==> config.mk <==
export PLATFORM = sky130hd
export DESIGN_NAME = keypad_scanner
export DESIGN_NICKNAME = d
export VERILOG_FILES = /design/src/rtl/keypad_scanner.sv
export SDC_FILE = /design/constraint.sdc
export NUM_CORES = 1
export LEC_CHECK = 0
export ABC_AREA = 1
export CAP_MARGIN = 20
export CORE_MARGIN = 5
export CORE_UTILIZATION = 55
export DETAILED_ROUTE_END_ITERATION = 10
export GPL_TIMING_DRIVEN = 1
export PLACE_DENSITY = 0.74
export SYNTH_ARGS = -nofsm -noshare
export SYNTH_HDL_FRONTEND = slang
export SYNTH_SLANG_ARGS = --single-unit
==> constraint.sdc <==
create_clock -name clk -period 2.5 [get_ports clk]
set_input_delay 0.75 -clock clk [delete_from_list [all_inputs] [get_ports clk]]
set_output_delay 0.75 -clock clk [all_outputs]
set_load 0.03 [all_outputs]
==> src/rtl/keypad_scanner.sv <==
// 4x4 matrix keypad scanner: active-low one-hot row strobing, 2-flop column
// synchroniser, full-frame debounce and single-key report FSM with ghost blocking.
module keypad_scanner #(
  parameter int unsigned SCAN_DIV        = 4096,
  parameter int unsigned DEBOUNCE_FRAMES = 4
) (
  input  logic       clk,
  input  logic       resetn,
  input  logic [3:0] col_in,
  output logic [3:0] row_out,
  output logic [3:0] key_code,
  output logic       key_valid,
  output logic       key_down
);

  localparam int unsigned DIV_W = (SCAN_DIV > 1) ? $clog2(SCAN_DIV) : 1;
  localparam int unsigned CNT_W = $clog2(DEBOUNCE_FRAMES + 1);
  localparam logic [DIV_W-1:0] DIV_LAST = DIV_W'(SCAN_DIV - 1);
  localparam logic [CNT_W-1:0] CNT_SAT  = CNT_W'(DEBOUNCE_FRAMES);

  typedef enum logic [1:0] {
    ST_IDLE,
    ST_PRESSED,
    ST_BLOCKED
  } state_t;

  state_t state_q, state_d;

  logic [3:0]       col_meta_q, col_meta_d;
  logic [3:0]       col_sync_q, col_sync_d;
  logic [DIV_W-1:0] div_q, div_d;
  logic [1:0]       row_q, row_d;
  logic [11:0]      frame_q, frame_d;
  logic [15:0]      prev_q, prev_d;
  logic [CNT_W-1:0] cnt_q, cnt_d;
  logic [15:0]      stable_q, stable_d;
  logic [3:0]       code_q, code_d;
  logic             valid_q, valid_d;
  logic             down_q, down_d;

  logic [3:0]  row_sample;
  logic [15:0] done_frame;
  logic        eval;
  logic        one_hot;
  logic [3:0]  key_idx;

  always_comb begin
    col_meta_d = col_in;
    col_sync_d = col_meta_q;
  end

  // Rows 0..2 are held in frame_q; row 3 is folded in straight from the sample.
  always_comb begin
    div_d      = div_q;
    row_d      = row_q;
    frame_d    = frame_q;
    prev_d     = prev_q;
    cnt_d      = cnt_q;
    stable_d   = stable_q;
    eval       = 1'b0;
    row_sample = ~col_sync_q;
    done_frame = {row_sample, frame_q};

    if (div_q == DIV_LAST) begin
      div_d = '0;
      row_d = row_q + 2'd1;
      case (row_q)
        2'd0: frame_d[3:0]  = row_sample;
        2'd1: frame_d[7:4]  = row_sample;
        2'd2: frame_d[11:8] = row_sample;
        default: begin
          if (done_frame == prev_q) begin
            if (cnt_q != CNT_SAT) cnt_d = cnt_q + CNT_W'(1);
          end else begin
            cnt_d  = CNT_W'(1);
            prev_d = done_frame;
          end
          if (cnt_d == CNT_SAT) begin
            stable_d = done_frame;
            eval     = 1'b1;
          end
        end
      endcase
    end else begin
      div_d = div_q + DIV_W'(1);
    end
  end

  always_comb begin
    key_idx = '0;
    for (int unsigned i = 0; i < 16; i++) begin
      if (stable_d[i]) key_idx = 4'(i);
    end
    one_hot = (stable_d != '0) && ((stable_d & (stable_d - 16'd1)) == '0);
  end

  always_comb begin
    state_d = state_q;
    code_d  = code_q;
    valid_d = 1'b0;
    down_d  = down_q;

    if (eval) begin
      case (state_q)
        ST_IDLE: begin
          if (one_hot) begin
            state_d = ST_PRESSED;
            code_d  = key_idx;
            valid_d = 1'b1;
            down_d  = 1'b1;
          end else if (stable_d != '0) begin
            state_d = ST_BLOCKED;
          end
        end
        ST_PRESSED: begin
          if (stable_d == '0) begin
            state_d = ST_IDLE;
            down_d  = 1'b0;
          end else if (stable_d != stable_q) begin
            state_d = ST_BLOCKED;
            down_d  = 1'b0;
          end
        end
        ST_BLOCKED: begin
          if (stable_d == '0) state_d = ST_IDLE;
        end
        default: begin
          state_d = ST_IDLE;
          down_d  = 1'b0;
        end
      endcase
    end
  end

  always_ff @(posedge clk or negedge resetn) begin
    if (!resetn) begin
      state_q <= ST_IDLE;
    end else begin
      state_q <= state_d;
    end
  end

  always_ff @(posedge clk or negedge resetn) begin
    if (!resetn) begin
      col_meta_q <= '1;
      col_sync_q <= '1;
      div_q      <= '0;
      row_q      <= '0;
      frame_q    <= '0;
      prev_q     <= '0;
      cnt_q      <= '0;
      stable_q   <= '0;
      code_q     <= '0;
      valid_q    <= 1'b0;
      down_q     <= 1'b0;
    end else begin
      col_meta_q <= col_meta_d;
      col_sync_q <= col_sync_d;
      div_q      <= div_d;
      row_q      <= row_d;
      frame_q    <= frame_d;
      prev_q     <= prev_d;
      cnt_q      <= cnt_d;
      stable_q   <= stable_d;
      code_q     <= code_d;
      valid_q    <= valid_d;
      down_q     <= down_d;
    end
  end

  assign row_out   = ~(4'b0001 << row_q);
  assign key_code  = code_q;
  assign key_valid = valid_q;
  assign key_down  = down_q;

endmodule
==> results of run 1 <==
[sequential cells by signal, indices dropped and copies added, names as in the netlist, 3 cells and up]
signal	cells
frame_q	12
cnt_q	3
key_code	4
div_q	12
prev_q	16
col_meta_q	4
col_sync_q	4
stable_q	16
[layout by cell type (no fill, tap or decap), types with 2 or more instances in the layout]
| master | n |
|---|---|
| clkinvlp_4 | 2 |
| ha_1 | 6 |
| xnor2_1 | 2 |
| nand3_2 | 8 |
| buf_4 | 96 |
| nor3_2 | 2 |
| nand4_1 | 13 |
| buf_12 | 2 |
| o21ai_1 | 2 |
| buf_6 | 8 |
| a21oi_1 | 6 |
| inv_2 | 11 |
| dlygate4sd2_1 | 4 |
| o21ai_0 | 35 |
| xor2_1 | 8 |
| inv_4 | 3 |
| o21ai_2 | 4 |
| inv_1 | 90 |
| o21ai_4 | 4 |
| nand2_4 | 10 |
| dfrtp_1 | 69 |
| nor2_2 | 5 |
| nand3_4 | 3 |
| nand2_2 | 21 |
| inv_6 | 2 |
| nand3_1 | 9 |
| or2_2 | 2 |
| dfstp_2 | 8 |
| nor3_1 | 2 |
| nand4_4 | 2 |
| clkdlybuf4s50_1 | 10 |
| nor2_4 | 12 |
| clkbuf_8 | 11 |
| nor2_1 | 41 |
| nand2_1 | 189 |
[per-stage QoR]
step	setup TNS [ns]	instances	power (mW)	setup slack, ns
global placement	-2.36	782	1.35	-0.324
finish	-3.40	817	2.26	-0.462
floorplan	-0.545	582	1.30	-0.120
global route	-5.29	817	2.34	-0.711
CTS	-2.60	813	2.27	-0.341
detailed placement	-3.43	782	1.35	-0.456
[worst max-delay path by stage]
stage,cells past startpoint,start,slack (ns),to
6_report,24,col_sync_q[1],-0.46,key_down
5_1_grt,24,col_sync_q[3],-0.71,key_code[0]
4_1_cts,20,col_sync_q[1],-0.34,key_code[2]
3_5_place_dp,19,col_sync_q[1],-0.46,key_code[2]
3_3_place_gp,19,cnt_q[0],-0.32,key_code[1]
2_1_floorplan,20,col_sync_q[0],-0.12,key_code[2]
[repair_timing]
item,in CTS,in global routing
endpoints found under the setup margin,12,8
resized for setup,43,32
cloned,2,0
buffers inserted,13,4
pin swaps,25,36
[synthesized netlist by cell type]
cell type,number,area share
o21ai_2,1,0.0020
nand4_1,13,0.019
nand3_1,16,0.019
o21ai_1,4,0.0047
inv_2,8,0.0070
nand3_4,1,0.0041
nand3b_1,1,0.0017
buf_1,1,0.00087
xor2_1,9,0.018
nor2_4,6,0.016
nand3_2,3,0.0070
clkinv_2,1,0.0012
a22oi_1,1,0.0017
nand2_1,208,0.18
inv_1,95,0.083
nor2_2,5,0.0073
nor3_1,4,0.0047
or2_2,2,0.0029
clkbuf_1,3,0.0026
a31oi_1,1,0.0015
a21oi_1,7,0.0081
dfrtp_1,69,0.40
dfstp_2,8,0.049
buf_6,2,0.0052
o21ai_0,36,0.042
clkinv_1,1,0.00087
o21bai_1,1,0.0017
ha_1,7,0.020
nor2_1,47,0.041
nand2_4,2,0.0052
nor3_2,1,0.0023
o21ai_4,4,0.015
xnor2_1,2,0.0041
nand4_2,1,0.0029
nor4_1,1,0.0015
nand2_2,10,0.015
[worst max-delay path, delay by kind of cell, from the launching register on]
family                 cells  cell delay (ns)
and+or+nand+nor           19             1.74
DFF                        1             0.54
buffers and inverters      4             0.36
AOI/OAI and AO/OA          1             0.22
[per-layer routing]
metal / global-route usage / share of wire
met3: 0.0403 / 0.061
met2: 0.393 / 0.47
met5: 0 / 0
met4: 0.122 / 0.049
met1: 0.333 / 0.42
[cell type report]
cell class | instances | area, sq um
fillers | 536 | 1820
repair buffers | 121 | 1000
multi-input cells | 396 | 2210
clock buffers | 11 | 151
flip-flops and latches | 77 | 1940
inverters | 105 | 403
clock inverters | 5 | 41.3
well taps | 102 | 128
[power by group through the flow]
stage	Clock [mW]	Combinational, mW	Sequential, mW
floorplan	0	0.0113	1.29
global placement	0	0.0658	1.28
global route	1.01	0.0784	1.26
finish	0.927	0.0694	1.26
detailed placement	0	0.0674	1.28
CTS	0.939	0.0703	1.26
[kinds of logic (layout without fill, tap and decap cells)]
kind of cell    Yosys count  count (layout)  synth area share
fa+ha+maj                 7               7            0.0204
simple gates            321             323             0.330
compound gates           55              55            0.0768
xor+xnor                 11              11            0.0224
buf+inv                 111             242             0.101
flops                    77              77             0.450
==> run metrics, run 1 <==
status=finished with violations; failing checks=negative setup slack; die area=9690 sq um; die extent in x=98.5 microns; Yosys cell types=36; initial DRC count=327; Worst setup SP type=flip-flop; fmax=about 0.34 GHz; HPWL Detailed=7960 microns; Min Hold Slack=0.356 ns; vias in the first global route=4306; Max-cap violations=0; Hold Crit Class=in -> async; Synth Net Count=between 500 and 600; Final Util=0.763; antenna diode count=0; DR pass1 iterations=5; Setup WS post-layout=-0.462 ns; RR Startpoint=col_sync_q[1]; Psw=between 500 and 600 uW; Skew-Pair Late Insertion Delay=0.36 ns; Max VDD drop=0.000424 V; largest net degree at the start of global routing=41; DRT antenna net count=0; static leakage=3.16 nW; Cell Rows=32; nets=723; Final setup viols=8; Slew headroom=0.641; critical path class=reg -> reg; clk buf depth=2; first-pass GRT wire length=19600 microns; internal power=1.70 mW; FF-to-FF setup slack=-0.46 ns; Worst-path clk slew=0.09 ns; DRC errors left=0; H-tree levels=3; hold-fix buffer count after cts=0; TritonCTS clock tree=done; Max Slew Vio Count=0; final WL=11900 microns; Syn Area/Cell=approximately 7.4 sq um; maximum fanout along the worst path=7; clock sink count=77; die height=~98 microns; Comb power frac=0.031; final hold vios=0; area growth from synthesis to layout=36.4%; RSZ-0062 raised after global routing=yes; routed len/inst=14.6 microns; Num CTS Buffers=9; Worst Path Arrival=roughly 3.3 ns; initial antenna violation count=0; global route total overflow=0; Tcrit/Tclk final=1.18; Sw Ratio=0.245; initial core utilization=0.560; sequential fraction of design power=0.558; Slowest-stage cell, CP=dfstp_2; YS warnings=0; total track usage=0.248; final instance area=5870 sq um; post-layout min period=2.96 ns; clk root buf=clkbuf_8; layout cell share with drive strength beyond 1=0.313; DR vias/cell=about 5.2; Post-DP Area=5250 sq um; buffers added on ports=15; cell mode on critical path=nand2_1; critical path's largest stage delay=0.54 ns; WP data required=2.80 ns; pwr/cell area=384 nW/um^2; Seq/Total Area, Yosys=0.450; Least-Margin Pin Slew=0.538 ns; Critical Path End Type=flip-flop; clock network fraction of design power=0.411; detailed-route via count=4279; Core ar.=approximately 7700 sq um; routability congestion estimate=0.892; critical path cell sequence=inv_2, nand2_1, nand2_1, nor2_1, nand2_1, nor2_2, nand3_2, nor2_4, buf_12, nand2_8, o21ai_4, buf_6, inv_1, nand2_1, nand4_1, nor2_1, nand2_1, nor2_1, nand2_1, nand2_1, nor2_1, nand2_1, nand2_1, nand2_1; Synth Register Bits=just under 80; num ports=16; R2R cell count=24; Clock Skews=about 0.014 ns; Cells after Synth=582; Post-Syn Area=roughly 4300 sq um; R2R Path End=key_down
Power figures use the tool's default switching activity.
==> run 2, diff against run 1 <==
Settings changed: CAP_MARGIN 20 to not set, RECOVER_POWER set to 100, SLEW_MARGIN set to 20.
==> run metrics, run 2 (same netlist as run 1, synthesis figures left out) <==
DR pass1 iterations=7 (+2); final WL=11900 microns (about the same); Skew-Pair Late Insertion Delay=0.36 ns (about the same); final instance area=5840 sq um (-0.45%); Largest regs=prev_q x16, stable_q x16; critical path's top delay family=simple AND/OR/NAND/NOR gates; Tcrit/Tclk final=1.19 (+0.00136); Max-cap violations=0 (unchanged); Num CTS Buffers=9 (unchanged); HPWL Detailed=7960 microns (unchanged); Slew headroom=0.329 (-0.313); Critical Path Start=col_sync_q[1]; largest net degree at the start of global routing=41 (unchanged); Setup WS pre-CTS=-0.456 ns (unchanged); Post-DP Area=5250 sq um (unchanged); pwr/cell area=386 nW/um^2 (+0.31%); buffers added on ports=15 (unchanged); Hold Crit Class=reg -> reg; initial antenna violation count=0 (unchanged); die extent in x=98.5 microns (unchanged); most frequent cells in the layout=nand2_1 (190), buf_4 (94), inv_1 (90); Critical Path End Type=flip-flop; WP data required=2.80 ns (about the same); die area=9690 sq um (unchanged); num ports=16 (unchanged); initial core utilization=0.560 (unchanged); nets=723 (unchanged); Min Hold Slack=0.358 ns (+0.00159 ns); Max Slew Vio Count=0 (unchanged); Worst-path clk slew=0.08 ns (about the same); Multi-input gate area=2200 sq um (-0.23%); H-tree levels=3 (unchanged); Worst Path Arrival=3.26 ns (about the same); first-pass GRT wire length=19600 microns (unchanged); static leakage=3.15 nW (-0.29%); RR Startpoint=col_sync_q[1]; post-layout min period=2.97 ns (+0.00341 ns); failing checks=negative setup slack; final hold vios=0 (unchanged); vias in the first global route=4306 (unchanged); Clock Skews=0.0159 ns (+0.00157 ns); Max VDD drop=0.000422 V (-0.48%); DRC errors left=0 (unchanged); fmax=0.337 GHz (-0.11%); critical path's largest stage delay=0.54 ns (about the same); DRT antenna net count=0 (unchanged); min-delay src=col_meta_q[3]; cell total after placement=782 (unchanged); detailed-route via count=4265 (-0.33%); antenna diode count=0 (unchanged); Final Util=0.760 (-0.00342); Buf+Inv Stages, Crit Path=4 (unchanged); Least-Margin Pin Slew=1.01 ns (+0.469 ns); die height=98.5 microns (unchanged); commonest non-fill, non-tap cell in the layout=nand2_1; clk buf depth=2 (unchanged); hold-fix buffer count after cts=0 (unchanged); routability congestion estimate=0.892 (unchanged); Worst setup SP type=flip-flop; clock sink count=77 (unchanged); clk root buf=clkbuf_8; DR vias/cell=5.22 (-0.33%); register area=1940 sq um (unchanged); Core ar.=7690 sq um (unchanged); cell mode on critical path=nand2_1; maximum fanout along the worst path=5 (-2); Non-Filler Instances=817 (unchanged); global route total overflow=0 (unchanged); Setup WS post-layout=-0.466 ns (-0.00341 ns); status=finished with violations; fillers=543 (+1.3%); Cell Rows=32 (unchanged); total track usage=0.248 (unchanged); critical path class=reg -> reg; area growth from synthesis to layout=35.8%; TritonCTS clock tree=done; routed len/inst=14.5 microns (about the same); initial DRC count=315 (-3.7%); critical path cell sequence=inv_2, nand2_1, nand2_1, nor2_1, nand2_1, nor2_2, nand3_2, nor2_4, buf_6, nand2_8, o21ai_4, buf_6, inv_1, nand2_1, nand4_1, nor2_1, nand2_1, nor2_1, nand2_1, nand2_1, nor2_1, nand2_1, nand2_1, nand2_1; RSZ-0062 raised after global routing=yes; Slowest-stage cell, CP=dfstp_2; layout cell share with drive strength beyond 1=0.309 (-0.00420); Final setup viols=8 (unchanged)
-- run 2: cell types whose count changed in the layout (fill, tap and decap cells not counted), sizes merged --
cell and delta:
dlygate4sd3 +4, buf -3, clkbuf +3, clkdlybuf4s50 -4
-- run 2: per-stage QoR --
| stage | total power [mW] | TNS, ns |
|---|---|---|
| 2_1_floorplan | 1.30 | -0.545 |
| 5_1_grt | 2.34 | -5.29 |
| 3_5_place_dp | 1.35 | -3.43 |
| 3_3_place_gp | 1.35 | -2.36 |
| 4_1_cts | 2.27 | -2.60 |
| 6_report | 2.25 | -3.32 |
-- run 2: repair_timing --
| item | CTS | global route |
|---|---|---|
| resized for setup | 43 | 32 |
| pin swaps | 25 | 36 |
| setup buffers | 13 | 4 |
| cloned | 2 | 0 |
| setup endpoints to repair | 12 | 8 |
-- run 2: worst paths after layout --
path | endpoint | slack, ns | cells after the start
hold / removal | col_sync_q[3] | 0.36 | 0
min in group asynchronous | div_q[0] | 0.54 | 1
hold reg to reg | col_sync_q[3] | 0.36 | 0
setup / recovery | key_down | -0.47 | 24
max in group asynchronous | stable_q[12] | 0.43 | 2
setup reg to reg | key_down | -0.47 | 24
-- run 2: routing by layer --
| layer | global-route usage | vias to the layer above | wire length [microns] |
|---|---|---|---|
| met5 | 0 | - | 0 |
| met4 | 0.122 | 0 | 622 |
| met3 | 0.0403 | 51 | 647 |
| met2 | 0.393 | 172 | 5590 |
| met1 | 0.333 | 2009 | 5030 |
| li1 | - | 2033 | - |
-- run 2: area by class of cell --
class	instances	area share
Clock inverter	5	0.00707
Tap cell	102	0.0218
Clock buffer	11	0.0259
Timing Repair Buffer	121	0.168
Multi-Input combinational cell	396	0.377
Sequential cell	77	0.332
Inverter	105	0.0690
-- run 2: worst reg2reg max path: stages (launching register included) --
cell and delay, ns:
dfstp_2 0.54, inv_2 0.04, nand2_1 0.05, nand2_1 0.06, nor2_1 0.11, nand2_1 0.12
nor2_2 0.17, nand3_2 0.10, nor2_4 0.15, buf_6 0.14, nand2_8 0.08, o21ai_4 0.23
buf_6 0.13, inv_1 0.04, nand2_1 0.05, nand4_1 0.09, nor2_1 0.14, nand2_1 0.11
nor2_1 0.17, nand2_1 0.09, nand2_1 0.09, nor2_1 0.04, nand2_1 0.06, nand2_1 0.04
nand2_1 0.05
-- run 2: power breakdown --
group,total [mW],internal [mW],switching (mW)
clock,0.929,0.424,0.505
combinational,0.0646,0.0196,0.0450
sequential,1.26,1.26,0.00316
total,2.25,1.70,0.554
==> run 3, diff against run 2 <==
Settings changed: CAP_MARGIN set to 20, CORE_ASPECT_RATIO set to 1.25.
==> run metrics, run 3 (same netlist as run 1, synthesis figures left out) <==
routability congestion estimate=0.897 (+0.56%); Largest regs=prev_q x16, stable_q x16; die height=109 microns (+11%); wire length on met2=6080 microns (+8.9%); initial DRC count=285 (-9.5%); HPWL Detailed=7680 microns (-3.5%); Least-Margin Pin Slew=1.04 ns (+0.0330 ns); H-tree levels=3 (unchanged); Tcrit/Tclk final=1.16 (-0.0226); WP data required=2.75 ns (-0.05 ns); clk root buf=clkbuf_8; total track usage=0.245 (-0.00338); first-pass GRT wire length=18400 microns (-6.0%); internal power=1.77 mW (+4.0%); fmax=0.344 GHz (+1.9%); Psw=522 uW (-5.7%); total power=2.29 mW (+1.6%); critical path class=reg -> reg; routed length on met1=4240 microns (-16%); Max-cap violations=0 (unchanged); worst hold stages=0 (unchanged); hold-fix buffer count after cts=0 (unchanged); routed len/inst=13.6 microns (-6.6%); global route total overflow=0 (unchanged); clk buf depth=2 (unchanged); Non-Filler Instances=818 (+0.12%); Top Layer Used=met4; largest net degree at the start of global routing=43 (+4.9%); Hold Crit Class=reg -> reg; Max Slew Vio Count=0 (unchanged); pwr/cell area=393 nW/um^2 (+1.8%); sequential fraction of design power=0.550 (-0.009); commonest non-fill, non-tap cell in the layout=nand2_1; Cell Rows=36 (+13%); R2R cell count=22 (-8.3%); num ports=16 (unchanged); clock sink count=77 (unchanged); Worst setup SP type=flip-flop; status=finished with violations; Max VDD drop=0.000337 V (-20%); area growth from synthesis to layout=35.5%; maximum fanout along the worst path=6 (+1); Num CTS Buffers=9 (unchanged); Clock Skews=0.0175 ns (+0.00161 ns); DRT antenna net count=0 (unchanged); initial core utilization=0.559 (-0.00109); Slew headroom=0.307 (-0.0220); failing checks=negative setup slack; Final setup viols=8 (unchanged); Comb power frac=0.028 (about the same); antenna diode count=0 (unchanged); layout cell share with drive strength beyond 1=0.311 (+0.00211); final hold vios=0 (unchanged); Core ar.=7700 sq um (+0.20%); detailed-route via count=4196 (-1.6%); static leakage=3.21 nW (+1.8%); DR vias/cell=5.13 (-1.7%); RSZ-0062 raised after global routing=yes; die extent in x=89.1 microns (-9.5%); DR WL met3=466 microns (-28%); Critical Path End Type=flip-flop; initial antenna violation count=0 (unchanged); Setup TNS Final=-2.86 ns (+0.469 ns); Worst Path Arrival=3.16 ns (-0.10 ns); DRC errors left=0 (unchanged); post-layout min period=2.91 ns (-0.0565 ns); vias in the first global route=4181 (-2.9%); Skew-Pair Late Insertion Delay=0.37 ns (about the same); Worst-path clk slew=0.08 ns (about the same); most frequent cells in the layout=nand2_1 (190), buf_4 (107), inv_1 (93); Setup WS pre-CTS=-0.489 ns (-0.0336 ns); Sw Ratio=0.228 (-0.0176); cell total after placement=779 (-0.38%); buffers added on ports=15 (unchanged); Post-DP Area=5280 sq um (+0.40%); nets=731 (+1.1%); final instance area=5830 sq um (-0.21%); DR pass1 iterations=7 (unchanged); TritonCTS clock tree=done; die area=9700 sq um (+0.11%); clock network fraction of design power=0.421 (+0.009); Setup WS post-layout=-0.409 ns (+0.0565 ns); final WL=11100 microns (-6.5%)
run 3: cell count changes in the layout (fill, tap and decap cells not counted), sizes merged, moves of 2 or more:
cell / previous run / this run
clkinv: 2 / 4
inv: 106 / 104
clkinvlp: 2 / 0
clkbuf: 14 / 16
buf: 104 / 112
run 3: path summary, 6_finish.rpt:
kind | startpoint | end | slack, ns
min in group asynchronous | resetn | stable_q[7] | 0.55
setup / recovery | col_sync_q[2] | key_code[3] | -0.41
setup reg to reg | col_sync_q[2] | key_code[3] | -0.41
max in group asynchronous | resetn | div_q[0] | 0.51
hold reg to reg | col_meta_q[1] | col_sync_q[1] | 0.36
hold / removal | col_meta_q[1] | col_sync_q[1] | 0.36
run 3: layout make-up:
cell class              instances  area [sq um]
flip-flops and latches         77          1940
inverters                     105           403
clock buffers                  12           145
repair buffers                130          1030
well taps                      95           119
clock inverters                 4          48.8
multi-input cells             395          2150
fillers                       516          1870
run 3: power groups by stage:
| stage | logic [mW] | clock network (mW) | registers [mW] |
|---|---|---|---|
| finish | 0.0646 | 0.965 | 1.26 |
| global route | 0.0734 | 1.03 | 1.26 |
| CTS | 0.0697 | 0.982 | 1.26 |
| detailed placement | 0.0666 | 0 | 1.28 |
| global placement | 0.0655 | 0 | 1.28 |
| floorplan | 0.0113 | 0 | 1.29 |
run 3: repair_timing:
item,in CTS,in global routing
endpoints found under the setup margin,11,9
gates resized for setup,41,20
pin swaps,29,22
cloned,1,0
setup buffers,16,6
run 3: layer usage:
metal | track usage | up-vias
met5 | 0 | -
met1 | 0.271 | 1989
li1 | - | 2048
met4 | 0.111 | 0
met3 | 0.0484 | 38
met2 | 0.443 | 121
run 3: critical path: stages, from the launching register on:
cell     delay, ns
dfstp_2       0.54
inv_2         0.04
nand2_2       0.05
nand2_2       0.07
nor2_2        0.11
nand2_1       0.07
nor2_2        0.14
nand3_2       0.12
nor2_4        0.15
buf_6         0.16
buf_4         0.12
nand3_1       0.09
nand2_2       0.10
nand2_2       0.08
nor2_2        0.11
nand2_1       0.06
o21ai_1       0.13
nand2_1       0.11
nor2_4        0.15
nand4_4       0.14
buf_6         0.16
nand2_1       0.04
o21ai_1       0.05
run 3: stage by stage:
step                utilization  hold slack, ns
finish                    0.757           0.358
global route              0.757           0.361
CTS                       0.745           0.360
detailed placement        0.685           0.349
global placement          0.685           0.346
floorplan                     -           0.345
==> RTL edit 1: new RTL, settings of run 1 <==
Set the parameter `SCAN_DIV` to 2048 (it was 4096).
--- a/src/rtl/keypad_scanner.sv
+++ b/src/rtl/keypad_scanner.sv
@@ -3,3 +3,3 @@
 module keypad_scanner #(
-  parameter int unsigned SCAN_DIV        = 4096,
+  parameter int unsigned SCAN_DIV        = 2048,
   parameter int unsigned DEBOUNCE_FRAMES = 4
Function: no difference found for any inputs over 10 cycles, from zero or initial values and one cycle with resetn low; that may be too few to reach the edited logic, so the function may still have changed.
==> RTL edit 1 against run 1 <==
Critical path type unchanged; sequential cell count decreased by 1; synthesized area increased by 2.9%; worst setup slack improved by 0.012 ns; wire length decreased by 9.2%; die area increased by 2.6%; the flow still finishes with violations (setup timing); cell area increased by 0.64%; power increased by 6.4%.
==> RTL edit 1: results (changes against run 1) <==
- Synth top area cells: dfrtp_1 38%, nand2_1 15%, inv_1 6.5%, dfstp_2 4.7%, nand2_2 4.5%
- CP Max Fanout: 6 (-1)
- Largest regs: prev_q: 16 flops, stable_q: 16 flops, frame_q: 12 flops
- Post-route worst setup slack: -0.4503 ns (+0.01216 ns)
- Failing checks: setup timing
- XOR/XNOR Fraction of Synth Area: 0.01781 (-0.004584)
- Vias per cell: 5.040 (-3.8%)
- Initial DRC Count: 214 (-35%)
- First-pass GRT wire length: 18860 um (-3.6%)
- Outcome: complete, but fails checks
- Post-synthesis sequential area ratio: 0.4319 (-0.01825)
- Seq_cells: 76 (-1.3%)
- Power density over cell area: 406.3 nW/um^2 (+5.7%)
- Multi-input gate share of total cell area: 0.3869 (+0.01074)
- Total negative slack: -3.115 ns (+0.2805 ns)
- Syn Inst Count: 563 (-3.3%)
- Leak Pwr: 3.149 nW (-0.37%)
- Routed WL per cell: 13.60 um (-6.6%)
- Arrival @ worst endpoint: 3.19 ns (-0.07 ns)
- Synthesized net count: 576 (-3.2%)
- GRT Overall Usage: 0.2372 (-0.01097)
- Buffer and inverter count on the worst path: 1 (-3)
- Placed cell count: 765 (-2.2%)
- RR Startpoint: div_q[1]
- Setup-failing EPs final: 8 (unchanged)
RTL edit 1: cell count changes after synthesis, moves of 5 or more:
cell,delta
inv_2,+6
inv_1,-18
nand2_1,-33
nor2_1,-15
nand2_2,+22
nand3_2,+7
nand2_4,+6
o21ai_0,-5
RTL edit 1: layer usage:
layer,track usage,vias up,share of wire
met4,0.08613,0,0.019
li1,-,1991,-
met1,0.3019,1917,0.44
met5,0,-,0
met3,0.04839,19,0.038
met2,0.3987,75,0.50
RTL edit 1: worst reg2reg max path, stage by stage, from the launching register on:
cell and delay (ns):
dfrtp_1 0.36, ha_2 0.19, nand2_2 0.08, nor2_4 0.12, nand4_4 0.10, nor3_4 0.24, nand2_4 0.10, nor2_8 0.16
buf_4 0.17, nand3_2 0.09, nand2_4 0.12, nand2_8 0.08, nor2_4 0.15, nand3b_1 0.09, nand2_1 0.08, nand4_1 0.12
nor2_2 0.18, nand2_2 0.11, nor2_4 0.11, nand2_4 0.07, nand2_1 0.06, o21ai_1 0.05
RTL edit 1: kinds of logic (layout without fill, tap and decap cells):
logic type,count (synthesis),count (layout)
buffers and inverters,101,230
flip-flops,76,76
AND/OR/NAND/NOR,318,318
adder cells (fa/ha/maj),7,7
XOR/XNOR,9,9
AO/OA/AOI/OAI,52,52
RTL edit 1: repair_timing:
action / in CTS / in global routing
pin swaps: 20 / 9
buffers inserted: 7 / 6
endpoints found under the hold margin: 0 / 0
setup endpoints to repair: 12 / 8
resized for setup: 28 / 20
RTL edit 1: power breakdown:
group,internal (mW),leakage (nW),switching (mW)
Clock,0.594,0.106,0.489
Sequential,1.24,1.02,0.00292
Combinational,0.0286,2.02,0.0453
==> RTL edit 2: new RTL, settings of run 1 <==
Without the edit above. The output `key_valid` loses its register stage (`valid_q` becomes a continuous assignment).
--- a/src/rtl/keypad_scanner.sv
+++ b/src/rtl/keypad_scanner.sv
@@ -153,3 +153,2 @@
       code_q     <= '0;
-      valid_q    <= 1'b0;
       down_q     <= 1'b0;
@@ -165,3 +164,2 @@
       code_q     <= code_d;
-      valid_q    <= valid_d;
       down_q     <= down_d;
@@ -169,2 +167,4 @@
   end
+
+  assign valid_q = valid_d;
 
Function: no difference found for any inputs over 10 cycles, from zero or initial values and one cycle with resetn low; that may be too few to reach the edited logic, so the function may still have changed.
==> RTL edit 2 against run 1 <==
The run still ends with setup timing left; synthesized area decreased by 0.58%; first-iteration DRC count up 6.7%; cell area shrank 0.51%; maximum frequency down 24%; critical path depth is 4 lower; clock skew shrank 0.0011 ns; sequential cell count shrank 1; power up 5.3%; worst setup slack worse by 0.96 ns; wire length shrank 2.3%; critical endpoint is now key_valid.
==> RTL edit 2: results (changes against run 1) <==
- Outcome: complete, but fails checks
- Failing checks: setup timing
- Synth top area cells: dfrtp_1 40%, nand2_1 18%, inv_1 8.3%, dfstp_2 4.9%, o21ai_0 4.2%
- Synthesized net count: 594 (-0.17%)
- RD Place Congestion: 0.9306 (+4.3%)
- Post-DP HPWL: 7981 um (+0.23%)
- Routed Wire Length: 11630 um (-2.3%)
- Multi-input logic area: 2148 um^2 (-2.7%)
- Synth top cells by count: 208 x nand2_1, 95 x inv_1, 68 x dfrtp_1
- RR Startpoint: col_sync_q[3]
- Dpl ws: -0.9924 ns (-0.5367 ns)
- Final layout net count: 731 (+1.1%)
- Hold Crit Class: reg2reg
- Adder-Cell Fraction of Synth Area: 0.02047 (+0.0001191)
- GRT Overall Usage: 0.2369 (-0.01125)
- CP Max Fanout: 6 (-1)
- Clock transition at path regs: 0.07 ns (-0.02 ns)
- Placed cell count: 791 (+1.2%)
- Worst-Margin Slew: 0.6466 ns (+0.1087 ns)
- Fillcell total: 544 (+1.5%)
- Post-synthesis sequential area ratio: 0.4469 (-0.003217)
- Vias per cell: 5.038 (-3.8%)
- Routing usage on met1: 0.3140 (-0.01858)
- Setup-failing EPs final: 8 (unchanged)
- Post-route worst setup slack: -1.423 ns (-0.9606 ns)
- R2R cell count: 25 (+4.2%)
- FF-to-FF setup slack: -0.61 ns (-0.15 ns)
- M2 GR Usage: 0.3817 (-0.01094)
- Met2 wire length: 5523 um (-1.6%)
- Initial DRC Count: 349 (+6.7%)
- Metal3 WL: 505 um (-30%)
- Share of layout cells above drive strength 1: 0.3154 (+0.002066)
- Number of global-route vias before repair: 4033 (-6.3%)
==> RTL edit 2: layout make-up <==
class,instances,area share
flip-flops and latches,76,0.3275
inverters,105,0.06880
multi-input cells,395,0.3680
well taps,102,0.02186
clock buffers,12,0.02486
clock inverters,4,0.01264
repair buffers,131,0.1764
==> RTL edit 2: worst max-delay path by stage <==
stage | from | endpoint | slack (ns) | cells after the start
floorplan | col_sync_q[0] | key_valid | -0.74 | 19
global placement | col_sync_q[0] | key_valid | -0.95 | 19
detailed placement | cnt_q[0] | key_valid | -0.99 | 20
CTS | col_sync_q[3] | key_valid | -1.30 | 20
global route | col_sync_q[1] | key_valid | -1.61 | 23
finish | col_sync_q[3] | key_valid | -1.42 | 20
==> RTL edit 2: report_power, final <==
part / internal, mW / switching, mW
logic: 0.0256 / 0.0456
clock network: 0.591 / 0.471
registers: 1.24 / 0.00338
